[src/rtl/mult_pkg.sv]
`default_nettype none
// ============================================================================
//  Module   : mult_pkg
//  Purpose  : Shared types and constants for the sequential Booth multiplier.
//  Revision : 1.0 - initial release
// ============================================================================
package mult_pkg;

    // Default operand width; HI and LO are each this wide.
    localparam int MULT_WIDTH = 32;

    // Controller states.
    typedef enum logic [0:0] {
        IDLE = 1'b0,
        BUSY = 1'b1
    } state_t;

    // Radix-2 Booth pair {q[0], q_m1} encodings. 2'b11 is also a no-op.
    localparam logic [1:0] c_BOOTH_NOP = 2'b00;
    localparam logic [1:0] c_BOOTH_ADD = 2'b01;
    localparam logic [1:0] c_BOOTH_SUB = 2'b10;

endpackage : mult_pkg
`default_nettype wire

[src/rtl/mult_if.sv]
`default_nettype none
// ============================================================================
//  Module   : mult_if
//  Purpose  : start/finished handshake plus operand and HI/LO result bus.
//  Revision : 1.0 - initial release
// ============================================================================
interface mult_if
    import mult_pkg::*;
#(
    parameter int WIDTH = MULT_WIDTH
);
    logic             start;
    logic [WIDTH-1:0] A;
    logic [WIDTH-1:0] B;
    logic [WIDTH-1:0] HI;
    logic [WIDTH-1:0] LO;
    logic             finished;

    // Control unit side: issues operands, reads the product.
    modport master (
        output start, A, B,
        input  HI, LO, finished
    );

    // Multiplier side.
    modport slave (
        input  start, A, B,
        output HI, LO, finished
    );
endinterface : mult_if
`default_nettype wire

[src/rtl/mult_booth_step.sv]
`default_nettype none
// ============================================================================
//  Module   : mult_booth_step
//  Purpose  : One combinational radix-2 Booth iteration: conditional add/sub
//             of the multiplicand followed by an arithmetic right shift of
//             {acc, q, q_m1}.
//  Revision : 1.0 - initial release
// ============================================================================
module mult_booth_step
    import mult_pkg::*;
#(
    parameter int WIDTH = MULT_WIDTH
) (
    input  wire logic [WIDTH:0]   i_acc,
    input  wire logic [WIDTH-1:0] i_q,
    input  wire logic             i_q_m1,
    input  wire logic [WIDTH-1:0] i_m,
    output logic      [WIDTH:0]   o_acc,
    output logic      [WIDTH-1:0] o_q,
    output logic                  o_q_m1
);
    // Multiplicand sign-extended to the accumulator width so that
    // subtracting the most negative value cannot overflow.
    logic [WIDTH:0] w_m_ext;
    logic [WIDTH:0] w_sum;

    assign w_m_ext = {i_m[WIDTH-1], i_m};

    // Add, subtract or pass through according to the Booth pair.
    always_comb begin
        w_sum = i_acc;
        case ({i_q[0], i_q_m1})
            c_BOOTH_NOP: w_sum = i_acc;
            c_BOOTH_ADD: w_sum = i_acc + w_m_ext;
            c_BOOTH_SUB: w_sum = i_acc - w_m_ext;
            default:     w_sum = i_acc;
        endcase
    end

    // Arithmetic shift right of the concatenation, replicating the acc MSB.
    assign o_acc  = {w_sum[WIDTH], w_sum[WIDTH:1]};
    assign o_q    = {w_sum[0], i_q[WIDTH-1:1]};
    assign o_q_m1 = i_q[0];

endmodule : mult_booth_step
`default_nettype wire

[src/rtl/mult.sv]
`default_nettype none
// ============================================================================
//  Module   : mult
//  Purpose  : Sequential signed WIDTH x WIDTH Booth multiplier, one
//             iteration per clock, HI/LO result pair for MIPS MULT.
//  Revision : 1.0 - initial release
// ============================================================================
module mult
    import mult_pkg::*;
#(
    parameter int WIDTH = MULT_WIDTH
) (
    input  wire logic clock,
    input  wire logic reset,
    mult_if.slave     bus
);
    localparam int              CW           = $clog2(WIDTH);
    localparam logic [CW-1:0]   c_COUNT_LAST = CW'(WIDTH - 1);

    state_t           r_state, w_state_next;
    logic [WIDTH:0]   r_acc,   w_acc_next;
    logic [WIDTH-1:0] r_q,     w_q_next;
    logic             r_q_m1,  w_q_m1_next;
    logic [WIDTH-1:0] r_m,     w_m_next;
    logic [CW-1:0]    r_count, w_count_next;
    logic [WIDTH-1:0] r_hi,    w_hi_next;
    logic [WIDTH-1:0] r_lo,    w_lo_next;

    logic [WIDTH:0]   w_step_acc;
    logic [WIDTH-1:0] w_step_q;
    logic             w_step_q_m1;

    mult_booth_step #(
        .WIDTH (WIDTH)
    ) u_step (
        .i_acc  (r_acc),
        .i_q    (r_q),
        .i_q_m1 (r_q_m1),
        .i_m    (r_m),
        .o_acc  (w_step_acc),
        .o_q    (w_step_q),
        .o_q_m1 (w_step_q_m1)
    );

    // State and datapath registers; reset abandons any multiply in flight.
    always_ff @(posedge clock or negedge reset) begin
        if (!reset) begin
            r_state <= IDLE;
            r_acc   <= '0;
            r_q     <= '0;
            r_q_m1  <= 1'b0;
            r_m     <= '0;
            r_count <= c_COUNT_LAST;
            r_hi    <= '0;
            r_lo    <= '0;
        end else begin
            r_state <= w_state_next;
            r_acc   <= w_acc_next;
            r_q     <= w_q_next;
            r_q_m1  <= w_q_m1_next;
            r_m     <= w_m_next;
            r_count <= w_count_next;
            r_hi    <= w_hi_next;
            r_lo    <= w_lo_next;
        end
    end

    // Next-state logic: start always wins, even on the final iteration.
    always_comb begin
        w_state_next = r_state;
        w_acc_next   = r_acc;
        w_q_next     = r_q;
        w_q_m1_next  = r_q_m1;
        w_m_next     = r_m;
        w_count_next = r_count;
        w_hi_next    = r_hi;
        w_lo_next    = r_lo;

        if (bus.start) begin
            w_m_next     = bus.A;
            w_acc_next   = '0;
            w_q_next     = bus.B;
            w_q_m1_next  = 1'b0;
            w_count_next = c_COUNT_LAST;
            w_state_next = BUSY;
        end else if (r_state == BUSY) begin
            w_acc_next  = w_step_acc;
            w_q_next    = w_step_q;
            w_q_m1_next = w_step_q_m1;
            if (r_count == '0) begin
                w_hi_next    = w_step_acc[WIDTH-1:0];
                w_lo_next    = w_step_q;
                w_state_next = IDLE;
            end else begin
                w_count_next = r_count - CW'(1);
            end
        end
    end

    assign bus.HI       = r_hi;
    assign bus.LO       = r_lo;
    assign bus.finished = (r_state == IDLE);

endmodule : mult
`default_nettype wire

[src/flat_wrapper.sv]
// flat-port wrapper written by rule: the top's interface ports become plain ports
module mult_flat import mult_pkg::*;
#(
    parameter int WIDTH = MULT_WIDTH
)
  (clock, reset, bus_start, bus_A, bus_B, bus_HI, bus_LO, bus_finished);
  mult_if #(.WIDTH(WIDTH)) bus_i ();
  input  wire logic clock;
  input  wire logic reset;
  input wire logic [$bits(bus_i.start)-1:0] bus_start;
  input wire logic [$bits(bus_i.A)-1:0] bus_A;
  input wire logic [$bits(bus_i.B)-1:0] bus_B;
  output wire logic [$bits(bus_i.HI)-1:0] bus_HI;
  output wire logic [$bits(bus_i.LO)-1:0] bus_LO;
  output wire logic [$bits(bus_i.finished)-1:0] bus_finished;
  assign bus_i.start = bus_start;
  assign bus_i.A = bus_A;
  assign bus_i.B = bus_B;
  assign bus_HI = bus_i.HI;
  assign bus_LO = bus_i.LO;
  assign bus_finished = bus_i.finished;
  mult #(.WIDTH(WIDTH)) u_core (.clock(clock), .reset(reset), .bus(bus_i));
endmodule
[config.mk]
export PLATFORM = sky130hd
export DESIGN_NAME = mult_flat
export DESIGN_NICKNAME = d
export VERILOG_FILES = /design/src/rtl/mult_pkg.sv /design/src/rtl/mult_if.sv /design/src/rtl/mult_booth_step.sv /design/src/rtl/mult.sv /design/src/flat_wrapper.sv
export SDC_FILE = /design/constraint.sdc
export NUM_CORES = 1
export LEC_CHECK = 0
export ABC_AREA = 1
export BUFFER_PORTS_ARGS = -buffer_cell sky130_fd_sc_hd__clkbuf_2
export CAP_MARGIN = 20
export CORE_MARGIN = 1.5
export CORE_UTILIZATION = 45
export DETAILED_ROUTE_END_ITERATION = 8
export PLACE_DENSITY_LB_ADDON = 0.15
export RECOVER_POWER = 100
export SKIP_CTS_REPAIR_TIMING = 1
export SLEW_MARGIN = 20
export SYNTH_ARGS = -nofsm -noshare
export SYNTH_HDL_FRONTEND = slang
export SYNTH_HIERARCHICAL = 1
export SYNTH_SLANG_ARGS = --single-unit
export TNS_END_PERCENT = 100
[constraint.sdc]
create_clock -name clock -period 6.8 [get_ports clock]
set_input_delay 0.68 -clock clock [delete_from_list [all_inputs] [get_ports clock]]
set_output_delay 0.68 -clock clock [all_outputs]
set_load 0.01 [all_outputs]
### Word level (Yosys, flattened, before mapping)

Index checks and enable logic that the tools add are counted.

| storage, ports and cells | value |
|---|---|
| register bits | 168 |
| word-level logic and storage cells | 33 |

| operators by class | value |
|---|---|
| add/subtract/negate cells | 3 |
| eq/ne operators | 3 |
| multiplexer cells | 13 |
| bitwise operators | 2 |
| reductions and logical operators | 4 |

Operators by type and width:

| operator | count |
|---|---|
| $mux 33 | 2 |
| $pmux 33 s2 | 1 |
| $mux 32 | 2 |
| $add 33x33->33 | 1 |
| $sub 33x33->33 | 1 |
| $mux 5 | 3 |
| $logic_not 5->1 | 1 |
| $mux 1 | 5 |
| $sub 5x1->5 const B | 1 |
| $reduce_and 3->1 | 1 |
| $eq 2x1->1 const B | 1 |
| $eq 2x2->1 const B | 1 |
| $ne 2x2->1 const B | 1 |
| $not 1->1 | 2 |
| $reduce_and 2->1 | 1 |
| $reduce_bool 2->1 | 1 |

### Longest topological paths before layout

| logic depth | value |
|---|---|
| depth in word-level cells | 4 |
| depth in mapped cells | 27 |
| mapped depth without buffers | 27 |

### Modules after synthesis

The synthesis kept the hierarchy.

Modules (own cells, without submodules):

| module | instances | cells an instance | area an instance (um^2) | seq. area each (um^2) |
|---|---|---|---|---|
| mult | 1 | 671 | 6,516.2 | 4,210.3 |
| mult_booth_step | 1 | 760 | 3,796.1 | 0.0 |

### Least setup slack after synthesis

No wires, ideal clock.

| timing | value |
|---|---|
| path kind | register to register |
| start | register u_core.r_q[0] |
| end | register u_core.r_acc[32] |
| library setup time | 0.121 ns |
| arrival | 2.894 ns |
| path slack | 3.785 ns |
| stages on the path, launching flop included | 21 |
| path buffers | 3 |
| clock period less this slack | 3.015 ns |
| cell sequence | dfrtp_1 > ha_1 > clkbuf_1 > inv_1 > clkbuf_1 > o21ai_0 > xnor2_1 > inv_1 > ha_1 > a21oi_1 > nand2_1 > a21oi_1 > nand2_1 > nand2_1 > nand2_1 > inv_1 > nand3_1 > nand3_1 > nand2_1 > buf_4 > a22o_1 |

| between the ends | value |
|---|---|
| longest elaborated chain between the ends | 4 |

Ends and longest elaborated chain:

| element | line | RTL |
|---|---|---|
| start: declaration | mult.sv:22 | `logic [WIDTH-1:0] r_q, w_q_next;` |
| start signal: assignment | mult.sv:59 | `r_q <= w_q_next;` |
| $eq 2x2->1 / $eq 2x1->1 (equally long branches) | mult_booth_step.sv:32 | `case ({i_q[0], i_q_m1})` |
| $pmux 33 s2 * | mult_booth_step.sv:32 |  |
| via u_core.w_step_acc[31] | mult.sv:29 | `logic [WIDTH:0] w_step_acc;` |
| $mux 33 * | mult.sv:86 | `end else if (r_state == BUSY) begin` |
| $mux 33 * | mult.sv:79 | `if (bus.start) begin` |
| end signal: assignment | mult.sv:58 | `r_acc <= w_acc_next;` |
| end: declaration | mult.sv:21 | `logic [WIDTH:0] r_acc, w_acc_next;` |

The timed path passes the listed nets; every way through them passes the cells marked *. The select of a mux whose other input is x is not followed.
A chain may end at the register's enable or synchronous reset.

### Worst setup path in the final report

| timing | value |
|---|---|
| start | register u_core.r_count[0] |
| end | register u_core.r_count[2] |

| between the ends | value |
|---|---|
| longest elaborated chain between the ends | 4 |

Ends and longest elaborated chain:

| element | line | RTL |
|---|---|---|
| start: declaration | mult.sv:25 | `logic [CW-1:0] r_count, w_count_next;` |
| start signal: assignment | mult.sv:53 | `r_count <= c_COUNT_LAST;` |
| start signal: assignment | mult.sv:62 | `r_count <= w_count_next;` |
| $sub 5x1->5 | mult.sv:95 | `w_count_next = r_count - CW'(1);` |
| $mux 5 | mult.sv:90 | `if (r_count == '0) begin` |
| $mux 5 | mult.sv:86 |  |
| $mux 5 | mult.sv:79 |  |

Parallel ways exist; a longest one is shown, timed or not. The select of a mux whose other input is x is not followed.

==> impl_summary.txt <==
----------------------------------------------------
[Yosys]
  Synthesized instance count ... 1431
  Average instance area after synthesis ... 7.21 sq um
  Primary FF master, synth ... sky130_fd_sc_hd__dfrtp_1
  Number of enable flip-flop cells after synthesis ... 0
  Count of warnings emitted by yosys ... 6
  Area of the mapped netlist ... 0.0103 sq mm
  Number of storage elements in the synthesis netlist ... 168
  Distinct cell type count after synthesis ... 42
  Share of synthesized registers carrying an async set or reset ... 100%
  Portion of the post-synthesis area used by sequential elements ... 40.8%
  Post-synthesis net count ... 1534

[Floorplan]
  Area of the placeable core ... 0.0226 sq mm
  Placement row count ... 55
  Die extent in x ... 154 microns
  Die footprint ... 0.0238 sq mm
  Num ports ... 132
  Die Ht ... 154 microns
  Initial Util ... 45.7%

[Critical path]
  WP data required ... 7160 ps
  Worst setup path class ... flip-flop to flip-flop
  CP Launch Type ... flip-flop
  Data arrival time of the critical path ... 5110 ps
  Crit path capture type ... flip-flop
  Register-to-Register Setup Slack ... 2050 ps
  Crit-path max FO ... 99

[Finish]
  Core Util, Final ... 50.4%
  Most common library cell in the layout ignoring fill and taps ... sky130_fd_sc_hd__nand2_1
  Final standard cell count with taps included and fillers excluded ... 1798
  Post-layout nets ... 1604
  Syn-to-layout area delta ... 10.3%
  Filler cells ... 2338
  Layout cell share with drive strength beyond 1 ... 8.79%
  Highest-count cells in the layout ignoring fill and taps ... sky130_fd_sc_hd__nand2_1 (541), sky130_fd_sc_hd__dfrtp_1 (163), sky130_fd_sc_hd__o21ai_0 (128)
  Final antenna diode count ... 0

[Power]
  Switching share of power ... 39.0%
  Part of the power in the clock network ... 30.3%
  Cell Int Power ... 0.00194 W
  Cell leakage power ... 6.11 nW
  Combinational cell fraction of total power ... 32.8%
  Worst ir drop on vdd ... 0.000164 V
  Switch Pwr ... 0.00124 W
  Seq pwr share ... 36.9%
  Power density relative to cell area ... 280 mW/mm^2

[Placed design]
  Post-DP HPWL ... 19600 microns
  Global placement routability congestion ... 0.965
  Number of cells in the design after placement ... 1767
  Post-place setup slack ... 2980 ps
  Count of input and output buffers ... 131

[Routing]
  Total DRC errors in the routed layout ... 0
  Wirelength per Cell ... 15.4 microns
  Detailed Routing Iterations Pass 1 ... 5
  Final wirelength ... 27700 microns
  DRC violation total after the first TritonRoute iteration ... 603
  Met3 wire length ... 1800 microns
  Via count ... 9359
  Final ANT Viol Nets ... 0
  Post-DR vias/cell ... 5.21
  Uppermost signal routing layer after detailed routing ... met4
  WL met2 ... 12700 microns
  Post-Route M1 WL ... 12700 microns

[Clock tree]
  Clock insertion delay at the later pin of the skew report ... 430 ps
  Clk root buf ... sky130_fd_sc_hd__clkbuf_16
  Worst-case clock buffer depth ... 2
  H-Tree Depth ... 4
  Number of CTS-inserted buffers ... 17
  Clock slew at reported path FFs ... 80 ps
  Number of sinks on the clock net ... 168
  Clock tree from TritonCTS ... done

[STA]
  Final critical-path share of the clock period ... 69.9%
  Final setup violation count ... 0
  Number of failing hold endpoints at the final stage ... 0
  RSZ-0062 raised after global routing ... no
  Post-layout minimum cycle time ... 4750 ps
  Final critical-path setup slack ... 2050 ps
  Measured slew at the worst slew-check pin ... 3800 ps
  Post-Route Skew ... 17.2 ps
  Maximum operating frequency ... 0.210 GHz
  Worst-case headroom to the max-slew limit ... -153%
  Final Max Tran Viols ... 141
  Setup Total Neg Slack ... 0 ps

[GRT]
  Total overflow reported by the global router ... 0
  Global-route usage over all layers ... 24.2%
  Number of global-route vias before repair ... 9059
  Global-route wire length before repair ... 45900 microns
  Largest net degree at the start of global routing ... 100
  Antenna violations before repair ... 0

[Min path]
  Class of the most critical hold timing path ... input pin to asynchronous set/reset pin

[Flow run]
  Max Cap Viol ... 2

[Run status]
  Violations in the final reports ... capacitance limit, slew limit
  Run status ... complete, but fails checks

----------------------------------------------------
[registers in the layout (all words and copies together), names as in the netlist]
name and count:
u_core/r_count 5, u_core/r_acc 33, u_core/bus.LO 32, u_core/bus.HI 32, u_core/r_m 32, u_core/r_q 32, u_core/r_state 1, u_core/r_q_m1 1
[synthesized netlist by cell type, types with 2 or more instances]
library cell               instances  area (sq um)
sky130_fd_sc_hd__a22o_1           34           298
sky130_fd_sc_hd__ha_1             35           438
sky130_fd_sc_hd__o21ai_0         126           631
sky130_fd_sc_hd__nand4_1          11          68.8
sky130_fd_sc_hd__or2_0             2          12.5
sky130_fd_sc_hd__xor2_1           15           131
sky130_fd_sc_hd__nand3b_1          9          67.6
sky130_fd_sc_hd__buf_6             4          45.0
sky130_fd_sc_hd__dfrtp_1         163          4080
sky130_fd_sc_hd__xnor2_1          15           131
sky130_fd_sc_hd__or2_2             9          56.3
sky130_fd_sc_hd__nand3_1          81           405
sky130_fd_sc_hd__inv_1           117           439
sky130_fd_sc_hd__nor3_2            2          20.0
sky130_fd_sc_hd__nor2_4            3          33.8
sky130_fd_sc_hd__buf_2            15          75.1
sky130_fd_sc_hd__buf_1             7          26.3
sky130_fd_sc_hd__a21oi_1          39           195
sky130_fd_sc_hd__buf_4            33           248
sky130_fd_sc_hd__o21ai_1           6          30.0
sky130_fd_sc_hd__nand2_1         541          2030
sky130_fd_sc_hd__dfstp_2           5           131
sky130_fd_sc_hd__inv_2             5          18.8
sky130_fd_sc_hd__nor3_1           17          85.1
sky130_fd_sc_hd__clkbuf_2          2          10.0
sky130_fd_sc_hd__a31oi_1           2          12.5
sky130_fd_sc_hd__nor2_1           86           323
sky130_fd_sc_hd__clkbuf_1         27           101
sky130_fd_sc_hd__o21bai_1          5          37.5
sky130_fd_sc_hd__nand2_2           2          12.5
sky130_fd_sc_hd__nor2_2            2          12.5
[logic make-up (layout without fill, tap and decap cells)]
logic type / after synthesis / after routing / share of synthesized area (%)
adders and majority gates: 36 / 36 / 4.44
AOI/OAI and AO/OA: 216 / 216 / 12.0
DFF: 168 / 168 / 40.8
xor gates and xnor gates: 30 / 30 / 2.55
and+or+nand+nor: 771 / 771 / 30.9
buffers and inverters: 210 / 292 / 9.34
[layer usage]
layer,vias up,GRT usage (%)
li1,4696,-
met1,4358,32.8
met2,269,39.5
met3,36,5.10
met4,0,6.68
met5,-,0
[final cells by class]
cell class | count | area, sq um | share of cell area (%)
Inverter | 122 | 458 | 4.02
Clock inverter | 14 | 149 | 1.31
Timing Repair Buffer | 139 | 633 | 5.56
Multi-Input combinational cell | 1053 | 5150 | 45.2
Tap cell | 285 | 357 | 3.13
Clock buffer | 17 | 425 | 3.74
Sequential cell | 168 | 4210 | 37.0
[per-stage QoR]
stage                     total power, W  hold WS [ps]  area (sq um)
final                            0.00319           320         11400
after global routing             0.00339           420         11400
after CTS                        0.00319           381         11500
after detailed placement         0.00222           455         10900
after global placement           0.00221           456         10900
after floorplan                  0.00196           384         10300
[power by group through the flow]
| stage | Clock, W | Sequential, W | Combinational, W |
|---|---|---|---|
| 2_1_floorplan | 0 | 0.00117 | 0.000791 |
| 3_3_place_gp | 0 | 0.00119 | 0.00101 |
| 3_5_place_dp | 0 | 0.00119 | 0.00102 |
| 4_1_cts | 0.000986 | 0.00118 | 0.00103 |
| 5_1_grt | 0.00103 | 0.00119 | 0.00118 |
| 6_report | 0.000964 | 0.00118 | 0.00104 |
[worst max-delay path, stage by stage (launching register included)]
cell                       delay (ps)
sky130_fd_sc_hd__dfstp_2          530
sky130_fd_sc_hd__inv_1             70
sky130_fd_sc_hd__ha_1             250
sky130_fd_sc_hd__nand3_4           80
sky130_fd_sc_hd__clkbuf_1        2670
sky130_fd_sc_hd__nand2_1          520
sky130_fd_sc_hd__nand2_1          400
sky130_fd_sc_hd__nand2_1           90
sky130_fd_sc_hd__nand2_1           70
[path summary, 6_finish.rpt]
check / from / endpoint / cells past startpoint
worst min register to register: u_core/r_count[0] / u_core/r_count[0] / 2
worst max register to register: u_core/r_count[0] / u_core/r_count[2] / 8
max in group asynchronous: reset / u_core/r_m[10] / 2
worst max-delay path: u_core/r_count[0] / u_core/r_count[2] / 8
min in group clock: bus_A[29] / u_core/r_m[29] / 3
worst min-delay path: reset / u_core/r_acc[27] / 1
Power figures use the tool's default switching activity.
